==> src/rtl/seg7_mux_display.sv <==
// N-digit multiplexed common-anode 7-segment driver: sequential double-dabble conversion,
// built-in scan prescaler, leading-zero blanking and overflow dashes. Optional decimal points: SEG7_DP_EN.
module seg7_mux_display #(
    parameter int NUM_DIGITS  = 4,
    parameter int DATA_WIDTH  = 14,
    parameter int REFRESH_DIV = 1000
) (
    input  logic                  clk,
    input  logic                  reset_n,
    input  logic [DATA_WIDTH-1:0] value,
    input  logic                  load,
    output logic                  busy,
    output logic                  overflow,
    output logic [6:0]            seg7,
    output logic [NUM_DIGITS-1:0] select
`ifdef SEG7_DP_EN
    ,
    input  logic [NUM_DIGITS-1:0] dp_in,
    output logic                  dp
`endif
);

    // Decimal digits needed for the full binary range (log10(2) ~ 0.30103), never fewer than shown.
    localparam int BCD_CALC   = (DATA_WIDTH * 30103) / 100000 + 1;
    localparam int BCD_DIGITS = (BCD_CALC > NUM_DIGITS) ? BCD_CALC : NUM_DIGITS;
    localparam int BCD_W      = BCD_DIGITS * 4;
    localparam int IDX_W      = (NUM_DIGITS > 1) ? $clog2(NUM_DIGITS) : 1;
    localparam int PRE_W      = (REFRESH_DIV > 1) ? $clog2(REFRESH_DIV) : 1;
    localparam int CNT_W      = (DATA_WIDTH > 1) ? $clog2(DATA_WIDTH) : 1;
    localparam logic [63:0] OVF_LIMIT = 64'(10 ** NUM_DIGITS);

    localparam logic [6:0] SEG_ZERO  = 7'b1000000;
    localparam logic [6:0] SEG_BLANK = 7'b1111111;
    localparam logic [6:0] SEG_DASH  = 7'b0111111;

    typedef enum logic [1:0] {
        ST_IDLE,
        ST_SHIFT,
        ST_DONE
    } state_t;

    function automatic logic [6:0] seg_decode(input logic [3:0] d);
        logic [6:0] s;
        case (d)
            4'd0:    s = 7'b1000000;
            4'd1:    s = 7'b1111001;
            4'd2:    s = 7'b0100100;
            4'd3:    s = 7'b0110000;
            4'd4:    s = 7'b0011001;
            4'd5:    s = 7'b0010010;
            4'd6:    s = 7'b0000010;
            4'd7:    s = 7'b1111000;
            4'd8:    s = 7'b0000000;
            4'd9:    s = 7'b0010000;
            default: s = SEG_BLANK;
        endcase
        return s;
    endfunction

    state_t                       state_q, state_d;
    logic [DATA_WIDTH-1:0]        bin_q, bin_d;
    logic [BCD_W-1:0]             bcd_q, bcd_d;
    logic [CNT_W-1:0]             bit_cnt_q, bit_cnt_d;
    logic                         ovf_pend_q, ovf_pend_d;
    logic [NUM_DIGITS-1:0][3:0]   disp_digit_q, disp_digit_d;
    logic                         disp_ovf_q, disp_ovf_d;
    logic [PRE_W-1:0]             prescaler_q, prescaler_d;
    logic [IDX_W-1:0]             scan_idx_q, scan_idx_d;
    logic [NUM_DIGITS-1:0]        select_q, select_d;
    logic [6:0]                   seg7_q, seg7_d;

    logic                         capture;
    logic                         shift_en;
    logic                         commit;
    logic                         tick;
    logic [63:0]                  value_ext;
    logic [BCD_W-1:0]             bcd_adj;
    logic [NUM_DIGITS-1:0]        digit_blank;

    assign value_ext = 64'(value);

    // ---------------- conversion FSM: state register ----------------
    always_ff @(posedge clk or negedge reset_n) begin
        if (!reset_n) begin
            state_q <= ST_IDLE;
        end else begin
            state_q <= state_d;
        end
    end

    // ---------------- conversion FSM: next state ----------------
    always_comb begin
        state_d = state_q;
        case (state_q)
            ST_IDLE:  if (load) state_d = ST_SHIFT;
            ST_SHIFT: if (bit_cnt_q == CNT_W'(DATA_WIDTH - 1)) state_d = ST_DONE;
            ST_DONE:  state_d = ST_IDLE;
            default:  state_d = ST_IDLE;
        endcase
    end

    // ---------------- conversion FSM: outputs ----------------
    always_comb begin
        busy     = (state_q != ST_IDLE);
        capture  = (state_q == ST_IDLE) && load;
        shift_en = (state_q == ST_SHIFT);
        commit   = (state_q == ST_DONE);
    end

    // Add-3 correction applied to every BCD nibble before each shift.
    genvar gi;
    generate
        for (gi = 0; gi < BCD_DIGITS; gi++) begin : g_adj
            assign bcd_adj[gi*4 +: 4] = (bcd_q[gi*4 +: 4] >= 4'd5) ?
                                        (bcd_q[gi*4 +: 4] + 4'd3) : bcd_q[gi*4 +: 4];
        end
    endgenerate

    always_comb begin
        bin_d        = bin_q;
        bcd_d        = bcd_q;
        bit_cnt_d    = bit_cnt_q;
        ovf_pend_d   = ovf_pend_q;
        disp_digit_d = disp_digit_q;
        disp_ovf_d   = disp_ovf_q;
        if (capture) begin
            bin_d      = value;
            bcd_d      = '0;
            bit_cnt_d  = '0;
            ovf_pend_d = (value_ext >= OVF_LIMIT);
        end else if (shift_en) begin
            bcd_d     = {bcd_adj[BCD_W-2:0], bin_q[DATA_WIDTH-1]};
            bin_d     = bin_q << 1;
            bit_cnt_d = bit_cnt_q + CNT_W'(1);
        end
        // Upper BCD digits beyond the display are dropped; overflow covers them.
        if (commit) begin
            disp_digit_d = bcd_q[NUM_DIGITS*4-1:0];
            disp_ovf_d   = ovf_pend_q;
        end
    end

    always_ff @(posedge clk or negedge reset_n) begin
        if (!reset_n) begin
            bin_q        <= '0;
            bcd_q        <= '0;
            bit_cnt_q    <= '0;
            ovf_pend_q   <= 1'b0;
            disp_digit_q <= '0;
            disp_ovf_q   <= 1'b0;
        end else begin
            bin_q        <= bin_d;
            bcd_q        <= bcd_d;
            bit_cnt_q    <= bit_cnt_d;
            ovf_pend_q   <= ovf_pend_d;
            disp_digit_q <= disp_digit_d;
            disp_ovf_q   <= disp_ovf_d;
        end
    end

    // A digit is blanked when it and every digit above it are zero; digit 0 always shows.
    generate
        for (gi = 0; gi < NUM_DIGITS; gi++) begin : g_blank
            if (gi == 0) begin : g_lsd
                assign digit_blank[gi] = 1'b0;
            end else begin : g_upper
                assign digit_blank[gi] = (disp_digit_q[NUM_DIGITS-1:gi] == '0);
            end
        end
    endgenerate

    // ---------------- scan prescaler and registered digit drive ----------------
    always_comb begin
        tick        = (prescaler_q == PRE_W'(REFRESH_DIV - 1));
        prescaler_d = tick ? '0 : (prescaler_q + PRE_W'(1));
        scan_idx_d  = scan_idx_q;
        if (tick) begin
            scan_idx_d = (scan_idx_q == IDX_W'(NUM_DIGITS - 1)) ? '0 : (scan_idx_q + IDX_W'(1));
        end
        select_d = ~(NUM_DIGITS'(1) << scan_idx_q);
        if (disp_ovf_q) begin
            seg7_d = SEG_DASH;
        end else if (digit_blank[scan_idx_q]) begin
            seg7_d = SEG_BLANK;
        end else begin
            seg7_d = seg_decode(disp_digit_q[scan_idx_q]);
        end
    end

    always_ff @(posedge clk or negedge reset_n) begin
        if (!reset_n) begin
            prescaler_q <= '0;
            scan_idx_q  <= '0;
            select_q    <= ~NUM_DIGITS'(1);
            seg7_q      <= SEG_ZERO;
        end else begin
            prescaler_q <= prescaler_d;
            scan_idx_q  <= scan_idx_d;
            select_q    <= select_d;
            seg7_q      <= seg7_d;
        end
    end

`ifdef SEG7_DP_EN
    logic [NUM_DIGITS-1:0] dp_pend_q, dp_pend_d;
    logic [NUM_DIGITS-1:0] disp_dp_q, disp_dp_d;
    logic                  dp_q, dp_d;

    always_comb begin
        dp_pend_d = capture ? dp_in : dp_pend_q;
        disp_dp_d = commit ? dp_pend_q : disp_dp_q;
        dp_d      = disp_ovf_q ? 1'b1 : ~disp_dp_q[scan_idx_q];
    end

    always_ff @(posedge clk or negedge reset_n) begin
        if (!reset_n) begin
            dp_pend_q <= '0;
            disp_dp_q <= '0;
            dp_q      <= 1'b1;
        end else begin
            dp_pend_q <= dp_pend_d;
            disp_dp_q <= disp_dp_d;
            dp_q      <= dp_d;
        end
    end

    assign dp = dp_q;
`endif

    assign seg7     = seg7_q;
    assign select   = select_q;
    assign overflow = disp_ovf_q;

endmodule

==> config.mk <==
export PLATFORM = sky130hd
export DESIGN_NAME = seg7_mux_display
export DESIGN_NICKNAME = d
export VERILOG_FILES = /design/src/rtl/seg7_mux_display.sv
export SDC_FILE = /design/constraint.sdc
export NUM_CORES = 1
export LEC_CHECK = 0
export BUFFER_PORTS_ARGS = -buffer_cell sky130_fd_sc_hd__buf_4
export CAP_MARGIN = 20
export CORE_UTILIZATION = 64
export CTS_CLUSTER_SIZE = 40
export DETAILED_ROUTE_END_ITERATION = 7
export MAX_ROUTING_LAYER = met4
export PLACE_DENSITY = 0.84
export SLEW_MARGIN = 20
export SYNTH_ARGS = -nofsm -noshare
export SYNTH_HDL_FRONTEND = slang
export SYNTH_SLANG_ARGS = --single-unit
==> constraint.sdc <==
create_clock -name clk -period 5.82 [get_ports clk]
set_input_delay 0.291 -clock clk [delete_from_list [all_inputs] [get_ports clk]]
set_output_delay 0.291 -clock clk [all_outputs]
set_load 0.05 [all_outputs]
==> results.cfg, run 1 <==
[placed_design]
pre_cts_slack_ps = 3590
dp_hpwl_mm = 4.688
finalWeightedCongestion = 0.7624
place_area_sq_um = 4030
place.detailed.instances = 436
io_buffer_count = 29

[critical_path]
r2r.worst_path.cells = 5
ff2ff_setup_slack_ps = 3580
setup.worst_path.start_class = flip-flop
cp_top_family = multiplexers
critical_path.slowest_cell = sky130_fd_sc_hd__mux4_1
maximum_cell_stage_delay_along_the_critical_path_ps = 740
reg_to_reg_critical_path_startpoint = scan_idx_q[1]
cp_data_required_time_ps = 6010
cp_cell_sequence = mux4_1 -> ha_1 -> or3b_1 -> o31ai_2 -> nand3_1
worst_r2r_endpoint = seg7[5]
worst_ep_arrival_time_ps = 2430
timing.critical_path.to_type = flip-flop
number_of_buffer_and_inverter_instances_along_the_worst_setup_path = 0
critical_path_peak_fanout = 9
setup.worst_path.class = reg2reg

[floorplan]
initial_core_util = 0.6745
die_area_sq_um = 6221
design.portCount = 30
fp-row-count = 27
die_wd_um = 78.88
std_cell_core_area_sq_um = 5608
floorplan.die.height_um = 78.88

[final_layout]
highest_count_cells_in_the_layout_ignoring_fill_and_taps = sky130_fd_sc_hd__dfrtp_1 (73), sky130_fd_sc_hd__nand2_1 (38), sky130_fd_sc_hd__buf_4 (32)
fin_area_sq_um = 4223
nets = 412
fraction_of_final_layout_cells_sized_beyond_drive_strength_1 = 0.2053
num-fill-cells = 381
syn_to_final_growth_pct = 11.64
layout.cells.most_common = sky130_fd_sc_hd__dfrtp_1
insertedDiodeCount = 0
final_cell_count_no_fill = 452

[timing]
tns_ps = 0
skew_ps = 7.690
slew_headroom = 0.2914
final.setup.worst_slack_ps = 3576
period_share = 0.3856
drv_slew = 0
finalSetupViolCount = 0
rsz0062_at_grt = false
timing.final.crit_period_ps = 2244
finalHoldViolCount = 0
fmax_mhz = 445.6
worst-slew-pin-transition_ps = 1058

[pwr]
power.static_leakage_nw = 1.956
ir_worst_vdd_uv = 321.0
combinational_share_of_power = 0.401
seqPwrFrac = 0.411
power_per_cell_area_nw_per_um2 = 505.9
clkPwrFrac = 0.188
switchingPower_mw = 0.8387
switching_share = 0.3926
cell_internal_pwr_mw = 1.298

[clock_tree]
clock_insertion_delay_worst_skew_ps = 340
post_cts.repair.setup_buffers = 0
cts_hold_buffers = 0
clock_transition_at_path_regs_ps = 70
cts_root_buffer = sky130_fd_sc_hd__clkbuf_8
cts_tree = done
clock_sink_count = 77
post_cts_resize_count = 0
cts_bufs_inserted = 9
clock_tree.buffer_depth = 2
cts_htree_levels = 3

[synth]
post_synth_instance_area_sq_um = 3782
synth.area.mux_share = 0.09725
synth-seq-cells = 77
register_area_share_after_synthesis = 0.5108
compound_gate_fraction_of_synth_area = 0.1088
synth.distinct_cells = 42
syn-instance-count = 349
synth_simple_gate_area_share = 0.1403
syn_nets = 386
synth_fa_ha_area_frac = 0.06616
ys.warnings.count = 0
synth_xor_xnor_area_share = 0.03010
combinational_family_with_the_most_area_after_synthesis = simple AND/OR/NAND/NOR gates
syn_avg_cell_area_sq_um = 10.84

[grt]
global_route_wire_length_before_repair_mm = 12.11
maximum_number_of_pins_on_one_net_before_global_route_repair = 78
grt.overflow.total = 0
grt_antenna_before_repair = 0
track_usage = 0.2606
grt_pass1_vias = 2668

[route]
detail_route.drc_violations = 0
wire_per_inst_um = 15.32
routed_via_density = 5.923
detailroute.via_count = 2677
detail-route-antenna-nets = 0
drt_first_iter_violations = 224
first_pass_iteration_count_of_the_detailed_router = 5
drt-total-wl_mm = 6.925

[run_status]
status = completed

[run]
drv.max_cap_violation_count = 0

[hold_path]
hold_path.class = in2async
==> flip-flops by register name, indices dropped and copies added (netlist names) <==
name	cells
state_q	2
bin_q	14
prescaler_q	10
bcd_q	16
seg7	7
overflow	1
disp_digit_q	16
select	4
scan_idx_q	2
bit_cnt_q	4
ovf_pend_q	1
==> stage by stage <==
step	hold slack (ps)	util	total power, mW
after floorplan	-4.591	-	1.520
after global placement	458.7	0.7187	1.689
after detailed placement	462.3	0.7187	1.739
after CTS	124.9	0.7530	2.144
after global routing	165.2	0.7530	2.291
final	82.07	0.7530	2.136
==> cell type report <==
type,instances,area (sq um),area share
clock buffers,12,145.1,0.03437
inverters,25,93.84,0.02222
flip-flops and latches,77,1932,0.4575
multi-input cells,230,1674,0.3964
repair buffers,32,240.2,0.05689
well taps,72,90.09,0.02133
clock inverters,4,47.55,0.01126
==> cell usage after synthesis <==
cell,number,area (sq um)
sky130_fd_sc_hd__and4b_1,1,10.01
sky130_fd_sc_hd__a21oi_1,7,35.03
sky130_fd_sc_hd__xnor2_1,7,61.31
sky130_fd_sc_hd__clkbuf_1,12,45.04
sky130_fd_sc_hd__ha_1,20,250.2
sky130_fd_sc_hd__mux2i_1,3,30.03
sky130_fd_sc_hd__a22oi_1,12,90.09
sky130_fd_sc_hd__nor4_1,3,18.77
sky130_fd_sc_hd__buf_2,3,15.01
sky130_fd_sc_hd__dfrtp_1,73,1827
sky130_fd_sc_hd__or3b_2,1,8.760
sky130_fd_sc_hd__nand2_1,38,142.6
sky130_fd_sc_hd__or2_2,2,12.51
sky130_fd_sc_hd__o21bai_1,2,15.01
sky130_fd_sc_hd__or3_1,2,12.51
sky130_fd_sc_hd__o2bb2ai_1,1,8.760
sky130_fd_sc_hd__and3_1,3,18.77
sky130_fd_sc_hd__o22ai_1,1,6.260
sky130_fd_sc_hd__buf_6,2,22.52
sky130_fd_sc_hd__mux2_2,21,236.5
sky130_fd_sc_hd__inv_1,25,93.84
sky130_fd_sc_hd__dfstp_2,4,105.1
sky130_fd_sc_hd__nand3_1,25,125.1
sky130_fd_sc_hd__mux4_1,3,78.83
sky130_fd_sc_hd__nor4bb_1,1,10.01
sky130_fd_sc_hd__o21ai_0,22,110.1
sky130_fd_sc_hd__nand4_1,5,31.28
sky130_fd_sc_hd__and2_4,1,8.760
sky130_fd_sc_hd__o311ai_1,1,8.760
sky130_fd_sc_hd__nor3_1,3,15.01
sky130_fd_sc_hd__nand2b_1,5,31.28
sky130_fd_sc_hd__or3b_1,1,8.760
sky130_fd_sc_hd__mux4_2,1,22.52
sky130_fd_sc_hd__nor3b_2,1,12.51
sky130_fd_sc_hd__nor2b_1,3,18.77
sky130_fd_sc_hd__xor2_1,6,52.55
sky130_fd_sc_hd__o31ai_2,1,12.51
sky130_fd_sc_hd__o31ai_1,9,67.56
sky130_fd_sc_hd__o21a_1,1,7.510
sky130_fd_sc_hd__a32o_1,4,40.04
sky130_fd_sc_hd__o211a_1,1,10.01
sky130_fd_sc_hd__nor2_1,12,45.04
==> worst reg2reg max path, cell delays in order (launching register included) <==
cell                      delay (ps)
sky130_fd_sc_hd__dfrtp_1         540
sky130_fd_sc_hd__mux4_1          740
sky130_fd_sc_hd__ha_1            250
sky130_fd_sc_hd__or3b_1          390
sky130_fd_sc_hd__o31ai_2          80
sky130_fd_sc_hd__nand3_1         100
==> kinds of logic (layout without fill, tap and decap cells) <==
group | count (synthesis) | in the layout
AOI/OAI and AO/OA | 62 | 62
xor gates and xnor gates | 13 | 13
adders and majority gates | 20 | 20
buffers and inverters | 42 | 73
DFF | 77 | 77
muxes | 28 | 28
and+or+nand+nor | 107 | 107
==> power by group through the flow <==
| stage | clock network, mW | logic [mW] | registers, mW |
|---|---|---|---|
| after CTS | 0.402 | 0.864 | 0.878 |
| final | 0.401 | 0.857 | 0.878 |
| after global placement | 0 | 0.813 | 0.877 |
| after floorplan | 0 | 0.587 | 0.933 |
| after detailed placement | 0 | 0.853 | 0.885 |
| after global routing | 0.427 | 0.960 | 0.904 |
==> worst max path at each step <==
stage	start	end	slack, ps	depth (start not counted)
after floorplan	scan_idx_q[1]	seg7[5]	3790	6
after global placement	scan_idx_q[1]	seg7[5]	3680	5
after detailed placement	scan_idx_q[1]	seg7[5]	3590	5
after CTS	scan_idx_q[1]	seg7[5]	3580	5
after global routing	scan_idx_q[1]	seg7[5]	3450	5
final	scan_idx_q[1]	seg7[5]	3580	5
==> routing by layer <==
metal	GRT usage	vias to the layer above	routed length, um
met3	0.05172	15	285
met2	0.4278	69	3494
met1	0.3192	1320	3015
li1	-	1273	-
met4	0.1055	0	130
met5	-	-	0
Power figures use the tool's default switching activity.
==> run 2: changes to the inputs <==
- ABC_AREA: unset -> 1
- CORE_UTILIZATION: 64 -> 54
- PLACE_DENSITY: 0.84 -> 0.76
- clock period: 5.82 -> 1.98 ns (I/O delays scaled with it)
==> run 2 against run 1 <==
Sequential share of layout area down 3.8 points. Clock power rose to 3.8 times the previous value. Critical path depth up 3. Clock-buffer cell count down 2. Clock skew up 1.5 ps. Core utilization down 8.3 points. Via count up 14%. Critical endpoint unchanged. Cell count up 30%.
==> results.cfg, run 2 <==
[run_status]
status = completed

[clock_tree]
clock_sink_count = 77
cts_root_buffer = sky130_fd_sc_hd__clkbuf_8
clock_tree.buffer_depth = 2
clock_transition_at_path_regs_ps = 80
cts_tree = done
post_cts_resize_count = 0
cts_htree_levels = 3
clock_insertion_delay_worst_skew_ps = 350
cts_hold_buffers = 12
post_cts.repair.setup_buffers = 0
cts_bufs_inserted = 9

[pwr]
ir_worst_vdd_uv = 867.9
seqPwrFrac = 0.377
switchingPower_mw = 2.454
power.static_leakage_nw = 2.290
clkPwrFrac = 0.238
post-layout-total-power_mw = 6.476
power_per_cell_area_nw_per_um2 = 1406
combinational_share_of_power = 0.386
cell_internal_pwr_mw = 4.022
switching_share = 0.3789

[timing]
fmax_mhz = 616.7
worst-slew-pin-transition_ps = 498.7
timing.final.crit_period_ps = 1622
slew_headroom = 0.6667
finalHoldViolCount = 0
rsz0062_at_grt = false
tns_ps = 0
drv_slew = 0
period_share = 0.8190
finalSetupViolCount = 0
skew_ps = 9.167

[synth]
synth_top_area_cell = sky130_fd_sc_hd__dfrtp_1
synthTopCellsByCount = sky130_fd_sc_hd__nand2_1 (102), sky130_fd_sc_hd__dfrtp_1 (73), sky130_fd_sc_hd__inv_1 (55)
synth_enable_flop_cells = 0
synth_ff_type = sky130_fd_sc_hd__dfrtp_1
register_area_share_after_synthesis = 0.4987
synth_top_area_frac = 0.4716
async_reset_ff_frac = 1.000
syn-instance-count = 440
synth-seq-cells = 77
synth_area_leaders = sky130_fd_sc_hd__dfrtp_1 (47%), sky130_fd_sc_hd__nand2_1 (9.9%), sky130_fd_sc_hd__ha_1 (6.5%)
syn_nets = 477
ys.warnings.count = 0
yosys.cell_count.top_type = sky130_fd_sc_hd__nand2_1
syn_avg_cell_area_sq_um = 8.804
synth.distinct_cells = 36
post_synth_instance_area_sq_um = 3874

[critical_path]
worst_ep_arrival_time_ps = 1860
ff2ff_setup_slack_ps = 360
cp_data_required_time_ps = 2220
setup.worst_path.start_class = flip-flop
worst_r2r_endpoint = seg7[5]
reg_to_reg_critical_path_startpoint = scan_idx_q[1]
setup.worst_path.class = reg2reg
critical_path_peak_fanout = 9
r2r.worst_path.cells = 8
crit_path_start = scan_idx_q[1]
timing.critical_path.to_type = flip-flop

[run]
drv.max_cap_violation_count = 0

[route]
drt-total-wl_mm = 7.374
detailroute.via_count = 3064
detail-route-antenna-nets = 0
detail_route.drc_violations = 0
wire_per_inst_um = 12.52
routed_via_density = 5.202
first_pass_iteration_count_of_the_detailed_router = 4
drt_first_iter_violations = 167

[placed_design]
dp_hpwl_mm = 5.145
io_buffer_count = 29
finalWeightedCongestion = 0.8805

[final_layout]
insertedDiodeCount = 0
layout.cells.most_common = sky130_fd_sc_hd__nand2_1
syn_to_final_growth_pct = 18.90
fraction_of_final_layout_cells_sized_beyond_drive_strength_1 = 0.1562
largestRegisters = bcd_q: 16 flops, disp_digit_q: 16 flops, bin_q: 14 flops
nets = 525
highest_count_cells_in_the_layout_ignoring_fill_and_taps = sky130_fd_sc_hd__nand2_1 (102), sky130_fd_sc_hd__dfrtp_1 (73), sky130_fd_sc_hd__inv_1 (55)

[grt]
track_usage = 0.2298
grt.overflow.total = 0
maximum_number_of_pins_on_one_net_before_global_route_repair = 36
global_route_wire_length_before_repair_mm = 13.00
grt_pass1_vias = 3001
grt_antenna_before_repair = 0

[hold_path]
hold_path.class = in2reg
whs_endpoint = bin_q[13]
min-delay-start = value[13]
worstHoldPathCells = 3

[floorplan]
die_wd_um = 86.70
die_area_sq_um = 7516
design.portCount = 30
initial_core_util = 0.5639
floorplan.die.height_um = 86.70
fp-row-count = 30
std_cell_core_area_sq_um = 6869
[run 2: changes by cell type after synthesis, sizes merged, moves of 5 or more]
cell and change:
nand2b -5, xnor2 -7, o22ai +7, clkbuf -8, o31ai -9, o211ai +6
nor2 +20, nand2 +73, nand3 +5, o221ai +8, a22oi -10, mux2 -21
o21ai +17, inv +34
[run 2: worst max-delay path by stage]
| stage | end | slack [ps] |
|---|---|---|
| 6_report | seg7[5] | 360 |
| 3_5_place_dp | seg7[5] | 370 |
| 3_3_place_gp | seg7[5] | 420 |
| 5_1_grt | seg7[5] | 200 |
| 2_1_floorplan | seg7[5] | 500 |
| 4_1_cts | seg7[5] | 360 |
[run 2: cells by family after synthesis]
| group | Yosys count | synth area share |
|---|---|---|
| AND/OR/NAND/NOR | 191 | 0.2297 |
| flip-flops | 77 | 0.4987 |
| AO/OA/AOI/OAI | 75 | 0.1160 |
| buffers and inverters | 71 | 0.07752 |
| adder cells (fa/ha/maj) | 20 | 0.06460 |
| XOR/XNOR | 6 | 0.01357 |
[run 2: power by group through the flow]
stage | Combinational (mW) | Clock (mW) | Sequential (mW)
final | 2.50 | 1.54 | 2.44
after global placement | 2.41 | 0 | 2.45
after CTS | 2.51 | 1.56 | 2.44
after floorplan | 1.70 | 0 | 2.61
after detailed placement | 2.48 | 0 | 2.47
after global routing | 2.87 | 1.63 | 2.52
[run 2: metal layers]
layer,vias up,global-route usage,wire length [um]
met5,-,-,0
li1,1539,-,-
met3,16,0.03524,263
met1,1447,0.2764,3328
met4,0,0.1076,180
met2,62,0.3817,3602
[run 2: worst max-delay path: stages, from the launching register on]
cell                       delay [ps]
sky130_fd_sc_hd__dfrtp_1          500
sky130_fd_sc_hd__inv_4            170
sky130_fd_sc_hd__nand3_1           90
sky130_fd_sc_hd__nand2_1          150
sky130_fd_sc_hd__inv_1             90
sky130_fd_sc_hd__ha_1             170
sky130_fd_sc_hd__nand3b_1         170
sky130_fd_sc_hd__nand3_1           90
sky130_fd_sc_hd__nand4_1           70
[run 2: area by class of cell]
cell class	count	area, sq um
fill	545	2263
sequential	77	1932
multi-input combinational	292	1642
timing repair buffer	49	425.4
inverter	59	224.0
clock inverter	6	135.1
clock buffer	10	127.6
tap	96	120.1
[run 2: through the flow]
step | instance area (sq um) | std cells | hold WS [ps] | setup slack (ps) | util
final | 4606 | 589 | 11.10 | 358.5 | 0.6705
after global routing | 4606 | 589 | 46.00 | 197.7 | 0.6705
after CTS | 4596 | 588 | 1.334 | 364.4 | 0.6690
after detailed placement | 4213 | 560 | 83.73 | 366.0 | 0.6133
after global placement | 4213 | 560 | 82.87 | 415.3 | 0.6133
after floorplan | 3874 | 440 | -196.6 | 499.4 | -
==> run 3: changes to the inputs <==
- CORE_UTILIZATION: 54 -> 60
- PLACE_DENSITY: 0.76 -> 0.8
- clock period: 1.98 -> 1.7 ns (I/O delays scaled with it)
==> run 3 against run 2 <==
Clock power is 18% lower. Clock-buffer cell count is 5 higher. Via count is 1.4% higher. Clock skew is 3.2 ps lower. Combinational power is 17% higher. Die area is 9.8% lower. Sequential cell count stayed put. Largest cell class unchanged. Highest routed layer unchanged.
==> results.cfg, run 3 (same netlist as run 2, synthesis figures left out) <==
[route]
routed_via_density = 5.413
drt-total-wl_mm = 7.451
drt_first_iter_violations = 155
detail-route-antenna-nets = 0
detail_route.drc_violations = 0
detailroute.via_count = 3107
wire_per_inst_um = 12.98
first_pass_iteration_count_of_the_detailed_router = 4

[critical_path]
timing.critical_path.to_type = flip-flop
cp_data_required_time_ps = 1920
worst_ep_arrival_time_ps = 1830
critical_path_peak_fanout = 9
setup.worst_path.class = reg2reg
crit_path_start = scan_idx_q[1]
reg_to_reg_critical_path_startpoint = scan_idx_q[1]
setup.worst_path.start_class = flip-flop

[floorplan]
floorplan.die.height_um = 82.35
std_cell_core_area_sq_um = 6061
design.portCount = 30
fp-row-count = 28
die_wd_um = 82.35
initial_core_util = 0.6391
die_area_sq_um = 6782

[clock_tree]
clock_sink_count = 77
clock_insertion_delay_worst_skew_ps = 350
clock_transition_at_path_regs_ps = 70
cts_bufs_inserted = 9
cts_root_buffer = sky130_fd_sc_hd__clkbuf_8
cts_tree = done
clock_tree.buffer_depth = 2
cts_htree_levels = 3

[hold_path]
hold_path.class = in2reg
min-delay-start = value[4]

[run]
drv.max_cap_violation_count = 0

[timing]
skew_ps = 5.935
drv_slew = 0
timing.final.crit_period_ps = 1612
slew_headroom = 0.7180
finalSetupViolCount = 0
worst-slew-pin-transition_ps = 423.0
fmax_mhz = 620.5
tns_ps = 0
finalHoldViolCount = 0
rsz0062_at_grt = false
period_share = 0.9480

[final_layout]
syn_to_final_growth_pct = 17.15
nets = 531
final_cell_count_no_fill = 574
fin_area_sq_um = 4538
fraction_of_final_layout_cells_sized_beyond_drive_strength_1 = 0.1643
layout.cells.most_common = sky130_fd_sc_hd__nand2_1
largestRegisters = bcd_q: 16 flops, disp_digit_q: 16 flops, bin_q: 14 flops
highest_count_cells_in_the_layout_ignoring_fill_and_taps = sky130_fd_sc_hd__nand2_1 (102), sky130_fd_sc_hd__dfrtp_1 (71), sky130_fd_sc_hd__inv_1 (55)
layout.core_utilization = 0.7488
insertedDiodeCount = 0

[placed_design]
io_buffer_count = 29
place_area_sq_um = 4212
dp_hpwl_mm = 5.385
place.detailed.instances = 544
finalWeightedCongestion = 0.8819

[grt]
maximum_number_of_pins_on_one_net_before_global_route_repair = 34
grt_antenna_before_repair = 0
track_usage = 0.2626
global_route_wire_length_before_repair_mm = 12.78
grt.overflow.total = 0
grt_pass1_vias = 2960

[pwr]
power.static_leakage_nw = 2.280
ir_worst_vdd_uv = 1253
power_per_cell_area_nw_per_um2 = 1557
post-layout-total-power_mw = 7.065

[run_status]
status = completed
[run 3: worst max-delay path: stages (launching register included)]
cell and delay [ps]:
sky130_fd_sc_hd__dfrtp_2 480, sky130_fd_sc_hd__inv_4 150, sky130_fd_sc_hd__nand3_1 90, sky130_fd_sc_hd__nand2_1 170, sky130_fd_sc_hd__inv_1 90, sky130_fd_sc_hd__ha_1 170
sky130_fd_sc_hd__nand3b_1 170, sky130_fd_sc_hd__nand3_1 100, sky130_fd_sc_hd__nand4_1 80
[run 3: cell type report]
cell class | count | area [sq um]
Clock inverter | 1 | 5.005
Multi-Input combinational cell | 292 | 1642
Timing Repair Buffer | 55 | 460.4
Sequential cell | 77 | 1934
Inverter | 59 | 226.5
Fill cell | 446 | 1523
Clock buffer | 15 | 176.4
Tap cell | 75 | 93.84
[run 3: final timing paths]
check | end | depth (start not counted) | slack (ps)
max | seg7[5] | 8 | 90
min | bin_q[4] | 3 | 40
max reg2reg | seg7[5] | 8 | 90
min reg2reg | seg7[6] | 1 | 430
max in group asynchronous | select[2] | 3 | 890
min in group asynchronous | prescaler_q[4] | 2 | 210
[run 3: report_power, final]
group / internal, mW / switching (mW)
combinational: 1.09 / 1.85
clock: 0.650 / 0.622
sequential: 2.47 / 0.388
[run 3: timing repair]
| item | CTS | global route |
|---|---|---|
| setup endpoints to repair | 0 | 4 |
| hold buffers | 14 | 0 |
| buffers inserted | 0 | 0 |
| resized for setup | 0 | 3 |
| hold endpoints to repair | 44 | 0 |
[run 3: stage by stage]
| step | setup WS (ps) | hold WS (ps) |
|---|---|---|
| after detailed placement | 68.58 | 52.80 |
| final | 88.43 | 42.07 |
| after global placement | 125.8 | 49.68 |
| after CTS | 43.25 | 37.25 |
| after floorplan | 219.4 | -210.6 |
| after global routing | 1.915 | 80.14 |
[run 3: metal layers]
layer,track usage,up-vias,routed length (um)
met5,-,-,0
met2,0.4413,67,3745
met3,0.04945,17,270
met1,0.2996,1471,3279
li1,-,1552,-
met4,0.1333,0,156
